`src/rtl/seq_divider.sv`:
```
// ---------------------------------------------------------------------------
// seq_divider
//   Sequential signed radix-2 restoring divider. It is the counterpart of the
//   16x16 sequential multiplier. It divides a DW-bit dividend by a VW-bit
//   divisor, producing one quotient bit per clock, then fixes up the signs.
//   Quotient truncates toward zero. Remainder takes the sign of the dividend.
//
// Ports
//   clk    in   1    rising-edge clock
//   rst    in   1    asynchronous active-low reset
//   start  in   1    request, sampled only while ready=1
//   A      in   DW   signed dividend, captured on accepted start
//   B      in   VW   signed divisor, captured on accepted start
//   ready  out  1    idle, a new start will be accepted
//   valid  out  1    one-cycle pulse, Q/R/dbz/ovf are final
//   Q      out  DW   signed quotient
//   R      out  VW   signed remainder
//   dbz    out  1    divide-by-zero flag for the current result
//   ovf    out  1    overflow flag (A = -2^(DW-1), B = -1)
// ---------------------------------------------------------------------------
module seq_divider #(
   parameter int DW = 32,
   parameter int VW = 16
) (
   input  logic          clk,
   input  logic          rst,
   input  logic          start,
   input  logic [DW-1:0] A,
   input  logic [VW-1:0] B,
   output logic          ready,
   output logic          valid,
   output logic [DW-1:0] Q,
   output logic [VW-1:0] R,
   output logic          dbz,
   output logic          ovf
);

   localparam int CW = (DW > 1) ? $clog2(DW) : 1;

   // LOAD sits between the accept edge and CALC. Raw operands are captured
   // first, and their magnitudes are formed from the registered copies.
   localparam logic [2:0] S_IDLE = 3'd0;
   localparam logic [2:0] S_LOAD = 3'd1;
   localparam logic [2:0] S_CALC = 3'd2;
   localparam logic [2:0] S_FIX  = 3'd3;
   localparam logic [2:0] S_DONE = 3'd4;

   localparam logic [DW-1:0] MOST_NEG = {1'b1, {(DW-1){1'b0}}};

   logic [2:0]    state_q, state_d;
   logic [DW-1:0] a_q, a_d;
   logic [VW-1:0] b_q, b_d;
   logic [DW-1:0] quo_q, quo_d;
   logic [VW:0]   rem_q, rem_d;
   logic [VW:0]   div_q, div_d;
   logic [CW-1:0] cnt_q, cnt_d;
   logic [DW-1:0] q_q, q_d;
   logic [VW-1:0] r_q, r_d;
   logic          dbz_q, dbz_d;
   logic          ovf_q, ovf_d;
   logic          ready_q, ready_d;
   logic          valid_q, valid_d;

   logic [VW:0]   trial;
   logic          fits;
   logic          a_neg;
   logic          b_neg;

   // quo_q starts as |A| and shifts left. Each cycle its MSB feeds the partial
   // remainder, and the new quotient bit enters at the LSB. |B| can be as large
   // as 2^(VW-1), so the divisor and remainder paths are VW+1 bits wide.
   always_comb begin
      trial = {rem_q[VW-1:0], quo_q[DW-1]};
      fits  = (trial >= div_q);
      a_neg = a_q[DW-1];
      b_neg = b_q[VW-1];
   end

   // Next-state and datapath. The result registers are written only in LOAD
   // (divide by zero) and FIX. They hold their values until the next result.
   always_comb begin
      state_d = state_q;
      a_d     = a_q;
      b_d     = b_q;
      quo_d   = quo_q;
      rem_d   = rem_q;
      div_d   = div_q;
      cnt_d   = cnt_q;
      q_d     = q_q;
      r_d     = r_q;
      dbz_d   = dbz_q;
      ovf_d   = ovf_q;

      case (state_q)
         S_IDLE: begin
            if (start) begin
               a_d     = A;
               b_d     = B;
               dbz_d   = 1'b0;
               ovf_d   = 1'b0;
               state_d = S_LOAD;
            end
         end

         S_LOAD: begin
            if (b_q == '0) begin
               q_d     = '1;
               r_d     = a_q[VW-1:0];
               dbz_d   = 1'b1;
               state_d = S_DONE;
            end else begin
               quo_d   = a_neg ? -a_q : a_q;
               div_d   = b_neg ? -{b_q[VW-1], b_q} : {1'b0, b_q};
               rem_d   = '0;
               cnt_d   = CW'(DW - 1);
               state_d = S_CALC;
            end
         end

         S_CALC: begin
            rem_d = fits ? (trial - div_q) : trial;
            quo_d = {quo_q[DW-2:0], fits};
            cnt_d = cnt_q - CW'(1);
            if (cnt_q == '0) begin
               state_d = S_FIX;
            end
         end

         S_FIX: begin
            q_d = (a_neg ^ b_neg) ? -quo_q : quo_q;
            r_d = a_neg ? -rem_q[VW-1:0] : rem_q[VW-1:0];
            // The true quotient 2^(DW-1) does not fit, so it wraps to the
            // most negative value.
            if ((a_q == MOST_NEG) && (b_q == '1)) begin
               q_d   = MOST_NEG;
               ovf_d = 1'b1;
            end
            state_d = S_DONE;
         end

         S_DONE: begin
            state_d = S_IDLE;
         end

         default: begin
            state_d = S_IDLE;
         end
      endcase

      ready_d = (state_d == S_IDLE);
      valid_d = (state_d == S_DONE);
   end

   // All state and outputs live in these flops. A reset discards any
   // operation in flight, and no valid pulse is produced for it.
   always_ff @(posedge clk or negedge rst) begin
      if (!rst) begin
         state_q <= S_IDLE;
         a_q     <= '0;
         b_q     <= '0;
         quo_q   <= '0;
         rem_q   <= '0;
         div_q   <= '0;
         cnt_q   <= '0;
         q_q     <= '0;
         r_q     <= '0;
         dbz_q   <= 1'b0;
         ovf_q   <= 1'b0;
         ready_q <= 1'b1;
         valid_q <= 1'b0;
      end else begin
         state_q <= state_d;
         a_q     <= a_d;
         b_q     <= b_d;
         quo_q   <= quo_d;
         rem_q   <= rem_d;
         div_q   <= div_d;
         cnt_q   <= cnt_d;
         q_q     <= q_d;
         r_q     <= r_d;
         dbz_q   <= dbz_d;
         ovf_q   <= ovf_d;
         ready_q <= ready_d;
         valid_q <= valid_d;
      end
   end

   assign ready = ready_q;
   assign valid = valid_q;
   assign Q     = q_q;
   assign R     = r_q;
   assign dbz   = dbz_q;
   assign ovf   = ovf_q;

endmodule

```
`config.mk`:
```
export PLATFORM = sky130hd
export DESIGN_NAME = seq_divider
export DESIGN_NICKNAME = d
export VERILOG_FILES = /design/src/rtl/seq_divider.sv
export SDC_FILE = /design/constraint.sdc
export NUM_CORES = 1
export LEC_CHECK = 0
export CORE_UTILIZATION = 45
export CTS_CLUSTER_DIAMETER = 80
export DETAILED_ROUTE_END_ITERATION = 6
export PLACE_DENSITY = 0.66
export SLEW_MARGIN = 5
export SYNTH_ARGS = -nofsm -noshare
export SYNTH_HDL_FRONTEND = slang
export SYNTH_SLANG_ARGS = --single-unit
```
`constraint.sdc`:
```
create_clock -name clk -period 6.1 [get_ports clk]
set_clock_uncertainty 0.1 [all_clocks]
set_input_delay 1.83 -clock clk [delete_from_list [all_inputs] [get_ports clk]]
set_output_delay 1.83 -clock clk [all_outputs]
set_load 0.05 [all_outputs]
```
==> qor.txt, run 1 <==
Status: completed
R2r endpoint: R[11]
Synth Cell Area: 9660 um2
Reg2Reg Depth: 8
Num CTS Buffers: 17
Worst hold path class: flop to flop
Routed Antenna Nets: 0
Std cell rows: 53
Iter 0 DRT Violations: 365
Crit path max fanout: 1
RD Place Congestion: 0.879
Slowest-stage cell, CP: clkdlybuf4s50_1
Clk root buf: clkbuf_16
Final hold violation count: 0
Synth unique cells: 67
WP depth: 1
Clk Latency, worst-skew pair: 0.44 ns
Post-Synth Adder-Cell Area: 3.32%
Die area: 22,100 um2
Grt met3 use: 4.33%
Vias per inst: 5.69
Synthesized area per cell: 9.82 um2
CP endpoint kind: primary output
FF+latch count, synth: 173
TritonCTS clock tree: yes
Crit path largest cell delay: 0.79 ns
Register share of total power: 31.4%
Final setup fails: 0
Setup bufs post-CTS: 0
Slew Limit Fails: 0
Area delta synth->final: 18.8%
CTS clock-pin slew for the worst setup and hold paths: 0.07 ns
Global-route wire length before repair: 40,000 um
VDD IR-drop max: 0.234 mV
DPL Wire Length: 17,200 um
Post-Synth Simple-Gate Area: 13.3%
Antenna diodes: 0
IO Count: 103
Lkg Pwr: 4.69 nW
Critical path type: flop to primary output
Drt first pass iters: 4
Async SR Flop Fraction: 100%
Port bufs: 102
Clock power share: 14.7%
Die Wd: 149 um
Switching Share: 46.4%
Global route overflow: 0
Switch Pwr: 3.45 mW
RSZ-0062 raised after global routing: no
Post-Route Setup TNS: 0 ns
Largest net degree at the start of global routing: 99
DRT Wirelength: 24,100 um
Synth Area in Compound Gates: 18.8%
Critical Path AT: 1.74 ns
Critical path capture point: ready
Warning count from the yosys run: 0
GR Layer Usage met1: 29.4%
Residual DRC count: 0
GRT Total Usage: 23.4%
Core area: 21,000 um2
Post-synthesis xor/xnor area fraction: 8.61%
Top FF cell, synth: dfrtp_1
Number of synthesized flops with an enable pin: 0
Die Span Y: 149 um
Combinational share of power: 53.9%
Vias: 7,688
Largest family of logic cells by synthesized area: compound AO/OA/AOI/OAI gates
Clock period minus worst slack: 3.67 ns
Mux cell area share after synthesis: 7.20%
Met2 usage: 39.6%
Worst EP required: 4.17 ns
Vias in the first global route: 7,684
F_max: 272 MHz
Layout cells sized above 1: 9.95%
Cts repair resizes: 0
Worst r2r src: b_q[7]
Crit path max-delay family: buffers and inverters
CP Cell Sequence: clkdlybuf4s50_1
Htree depth: 4
Register area share after synthesis: 44.8%
Hold Buf Count CTS: 0
Cell Pwr Density: 647 nW/um2
Fin Hold WS: 0.382 ns
Worst slew pin tran: 1.22 ns
Max-cap viol count: 0
Buf/Inv on CP: 1
Clock sinks: 173
Worst setup path startpoint: ready
Routed wire per std cell: 17.9 um
Rel. slew slack: 18.2%
Startpoint type of the worst setup path: flop
Top Usage Layer GRT: met2
Syn_nets: 1,060
Initial Utilization: 45.9%
Initial antenna violation count: 0
Nets: 1,138
Internal Pwr Total: 3.98 mW
Period utilisation layout: 60.2%
Clock Tree Buf Depth: 2
Synthesized instance count: 984
Reg2Reg Setup Slack: 2.71 ns
[power by group through the flow]
stage	sequential, mW	combinational [mW]	clock [mW]
5_1_grt	2.42	4.44	1.16
6_report	2.34	4.00	1.09
4_1_cts	2.33	4.03	1.11
2_1_floorplan	2.62	2.64	0
3_3_place_gp	2.33	3.95	0
3_5_place_dp	2.35	4.01	0
[logic make-up (layout without fill, tap and decap cells)]
group           count (synthesis)  count (layout)
compound gates                282             282
xor+xnor                       95              95
fa+ha+maj                      25              25
buf+inv                        92             183
flops                         173             173
mux                            64              64
simple gates                  253             253
[layout make-up]
| type | count | area, um2 |
|---|---|---|
| inverter | 38 | 144 |
| sequential | 173 | 4330 |
| clock inverter | 11 | 108 |
| fill | 1906 | 9540 |
| tap | 275 | 344 |
| timing repair buffer | 113 | 1100 |
| clock buffer | 21 | 480 |
| multi-input combinational | 719 | 4970 |
[flip-flops by register name, indices dropped and copies added (netlist names)]
| name | count |
|---|---|
| Q | 32 |
| R | 16 |
| a_q | 32 |
| b_q | 16 |
| cnt_q | 5 |
| dbz | 1 |
| div_q | 17 |
| ovf | 1 |
| quo_q | 32 |
| ready | 1 |
| rem_q | 16 |
| state_q | 3 |
| valid | 1 |
[synthesized netlist by cell type, drive strengths merged (9+ instances only)]
| cell | count | share of area, % |
|---|---|---|
| dfrtp | 172 | 45 |
| o21ai | 125 | 6.5 |
| nand2 | 69 | 2.7 |
| nor2 | 68 | 2.8 |
| xor2 | 52 | 4.7 |
| mux2 | 44 | 5.1 |
| xnor2 | 43 | 3.9 |
| clkbuf | 40 | 1.6 |
| inv | 37 | 1.4 |
| a21oi | 25 | 1.3 |
| nand3 | 25 | 1.3 |
| o31ai | 25 | 1.9 |
| ha | 24 | 3.1 |
| a22oi | 21 | 1.6 |
| a211oi | 20 | 1.7 |
| mux2i | 20 | 2.1 |
| nor3 | 18 | 0.98 |
| a221o | 15 | 1.6 |
| buf | 14 | 0.87 |
| nor4 | 12 | 1.0 |
| o41ai | 10 | 0.91 |
| or4 | 9 | 0.70 |
[placed cells by master (no fill, tap or decap), drive strengths merged, types with 40 or more instances in the layout]
cell type and n:
dfrtp 172, mux2 44, clkdlybuf4s50 101, o21ai 125, nor2 68, xnor2 43, xor2 52, inv 40
nand2 69
[per-stage QoR]
| stage | total power [mW] | util [%] | worst slack, ns | instances | instance area [um2] |
|---|---|---|---|---|---|
| 6_report | 7.43 | 54.6 | 2.43 | 1350 | 11500 |
| 5_1_grt | 8.02 | 54.6 | 2.39 | 1350 | 11500 |
| 4_1_cts | 7.47 | 54.6 | 2.40 | 1350 | 11500 |
| 3_5_place_dp | 6.36 | 51.8 | 2.36 | 1318 | 10900 |
| 3_3_place_gp | 6.27 | 51.8 | 2.38 | 1318 | 10900 |
| 2_1_floorplan | 5.26 | - | 2.83 | 984 | 9660 |
[worst min-delay path by stage]
stage	slack [ns]	to	cells past startpoint	from
floorplan	0.35	cnt_q[3]	1	cnt_q[3]
global placement	0.36	div_q[1]	2	div_q[1]
detailed placement	0.37	cnt_q[3]	1	cnt_q[3]
CTS	0.38	cnt_q[3]	1	cnt_q[3]
global route	0.40	cnt_q[3]	1	cnt_q[3]
finish	0.38	cnt_q[3]	1	cnt_q[3]
[routing by layer]
layer  part of all wire [%]  vias up  routed length, um
met2                     50      154              12100
met4                    2.5        0                601
met3                    3.3       35                786
met1                     44     3755              10600
met5                      0        -                  0
li1                       -     3744                  -
Note: power is estimated with default switching activity, not from simulation.
==> run 2, diff against run 1 <==
Clock period 6.1 ns to 3.4 ns, I/O delays scaled along.
==> qor.txt, run 2 (synthesis results as in run 1) <==
Worst hold path class: flop to flop
Vias in the first global route: 7,480 (-2.7%)
Core area: 21,000 um2 (unchanged)
Hold Buf Count CTS: 0 (unchanged)
Rel. slew slack: 50.5% (+32 points)
Clk Latency, worst-skew pair: 0.43 ns (about the same)
Layout cells sized above 1: 11.4% (+1.5 points)
Critical Path AT: 3.14 ns (+1.40 ns)
Uppermost layer routed: met4
F_max: 342 MHz
Antenna diodes: 0 (unchanged)
DPL Wire Length: 17,800 um (+3.9%)
Post-Route Setup TNS: 0 ns (unchanged)
Area delta synth->final: 20.4%
Routed wire per std cell: 17.8 um (-0.32%)
GRT Total Usage: 23.2% (-0.13 points)
Reg2Reg Depth: 8 (unchanged)
Placed cell count: 1,337 (+1.4%)
Cell Pwr Density: 1160 nW/um2 (+79%)
RD Place Congestion: 0.854 (-2.9%)
Global route overflow: 0 (unchanged)
Final hold violation count: 0 (unchanged)
WHS Path Cells: 1 (unchanged)
Buf/Inv on CP: 0 (-1)
Status: completed
Nets: 1,157 (+1.7%)
Clock Tree Buf Depth: 2 (unchanged)
Worst EP required: 3.61 ns (-0.56 ns)
Post-Layout Cell Count: 1,369 (+1.4%)
Die area: 22,100 um2 (unchanged)
Met2 wire length: 12,000 um (-1.1%)
Vias: 7,708 (+0.26%)
VDD IR-drop max: 0.392 mV (+67%)
Slew Limit Fails: 0 (unchanged)
Worst slew pin tran: 0.743 ns (-0.479 ns)
Routed Antenna Nets: 0 (unchanged)
Vias per inst: 5.63 (-1.1%)
CTS clock-pin slew for the worst setup and hold paths: 0.06 ns (about the same)
RSZ-0062 raised after global routing: no
DRT Wirelength: 24,400 um (+1.1%)
WP depth: 8 (+7)
Clock sinks: 173 (unchanged)
M1 WL: 11,000 um (+3.4%)
Cts repair resizes: 0 (unchanged)
Slowest-stage cell, CP: a32o_1
Global-route wire length before repair: 39,600 um (-1.2%)
Lkg Pwr: 4.77 nW (+1.8%)
Std cell rows: 53 (unchanged)
Max-cap viol count: 0 (unchanged)
CP endpoint kind: flop
TritonCTS clock tree: yes
Htree depth: 4 (unchanged)
Crit path largest cell delay: 0.55 ns (-0.24 ns)
Crit path max fanout: 11 (+10)
Drt first pass iters: 5 (+1)
Residual DRC count: 0 (unchanged)
Initial antenna violation count: 0 (unchanged)
Critical path type: flop to flop
Largest net degree at the start of global routing: 60 (-39%)
Final setup fails: 0 (unchanged)
Most frequent cells in the layout: dfrtp_1 (172), o21ai_0 (119), clkdlybuf4s50_1 (101)
Port bufs: 102 (unchanged)
Iter 0 DRT Violations: 452 (+24%)
Die Wd: 149 um (unchanged)
Routed met3 length: 858 um (+9.2%)
IO Count: 103 (unchanged)
CP Cell Sequence: ha_1, a21oi_1, nor2b_1, a211oi_1, o21bai_1, a32o_1, nor4b_1, a221o_1
Crit path max-delay family: compound AO/OA/AOI/OAI gates
Period utilisation layout: 85.9%
Startpoint type of the worst setup path: flop
Setup bufs post-CTS: 0 (unchanged)
Clk root buf: clkbuf_16
Num CTS Buffers: 17 (unchanged)
Initial Utilization: 45.9% (unchanged)
Commonest non-fill, non-tap cell in the layout: dfrtp_1
Clock period minus worst slack: 2.92 ns
Die Span Y: 149 um (unchanged)
-- run 2: cell types whose count changed in the layout (fill, tap and decap cells not counted) --
cell,change
clkbuf_1,+1
buf_4,+17
clkinv_2,-2
clkinvlp_4,+1
clkbuf_8,+1
buf_12,+2
bufinv_16,-1
-- run 2: final cells by class --
| type | instances | area [um2] |
|---|---|---|
| flip-flops and latches | 173 | 4330 |
| clock buffers | 23 | 498 |
| fillers | 1885 | 9390 |
| well taps | 275 | 344 |
| multi-input cells | 719 | 4970 |
| clock inverters | 9 | 75.1 |
| repair buffers | 132 | 1270 |
| inverters | 38 | 144 |
-- run 2: layer usage --
metal	global-route usage [%]	vias up
li1	-	3770
met1	30.2	3764
met2	39.0	142
met3	4.20	32
met4	7.84	0
met5	0	-
-- run 2: power breakdown --
| group | internal [mW] | switching, mW | total (mW) |
|---|---|---|---|
| Sequential | 3.01 | 1.12 | 4.12 |
| Combinational | 3.15 | 4.30 | 7.45 |
| Clock | 1.04 | 0.854 | 1.90 |
-- run 2: final timing paths --
check	start	end	slack, ns
worst max register to register	rem_q[2]	rem_q[5]	0.48
min in group asynchronous	rst	valid	0.41
worst max-delay path	rem_q[2]	rem_q[5]	0.48
worst min register to register	cnt_q[3]	cnt_q[3]	0.37
worst min-delay path	cnt_q[3]	cnt_q[3]	0.37
max in group asynchronous	rst	b_q[7]	1.93
-- run 2: stage by stage --
step                      util, %  setup slack [ns]  cell area (um2)  power [mW]  hold WS, ns
after global routing         55.3             0.207            11600        14.5        0.400
after CTS                    55.3             0.473            11600        13.5        0.378
after detailed placement     52.6             0.488            11100        11.6        0.369
final                        55.3             0.478            11600        13.5        0.374
after global placement       52.6             0.581            11100        11.5        0.367
after floorplan                 -             0.737             9660        9.43        0.346
==> run 3, diff against run 2 <==
Settings changed: TNS_END_PERCENT set to 1.
==> results of run 3 <==
Final layout, timing and power as in run 2 (identical DEF).
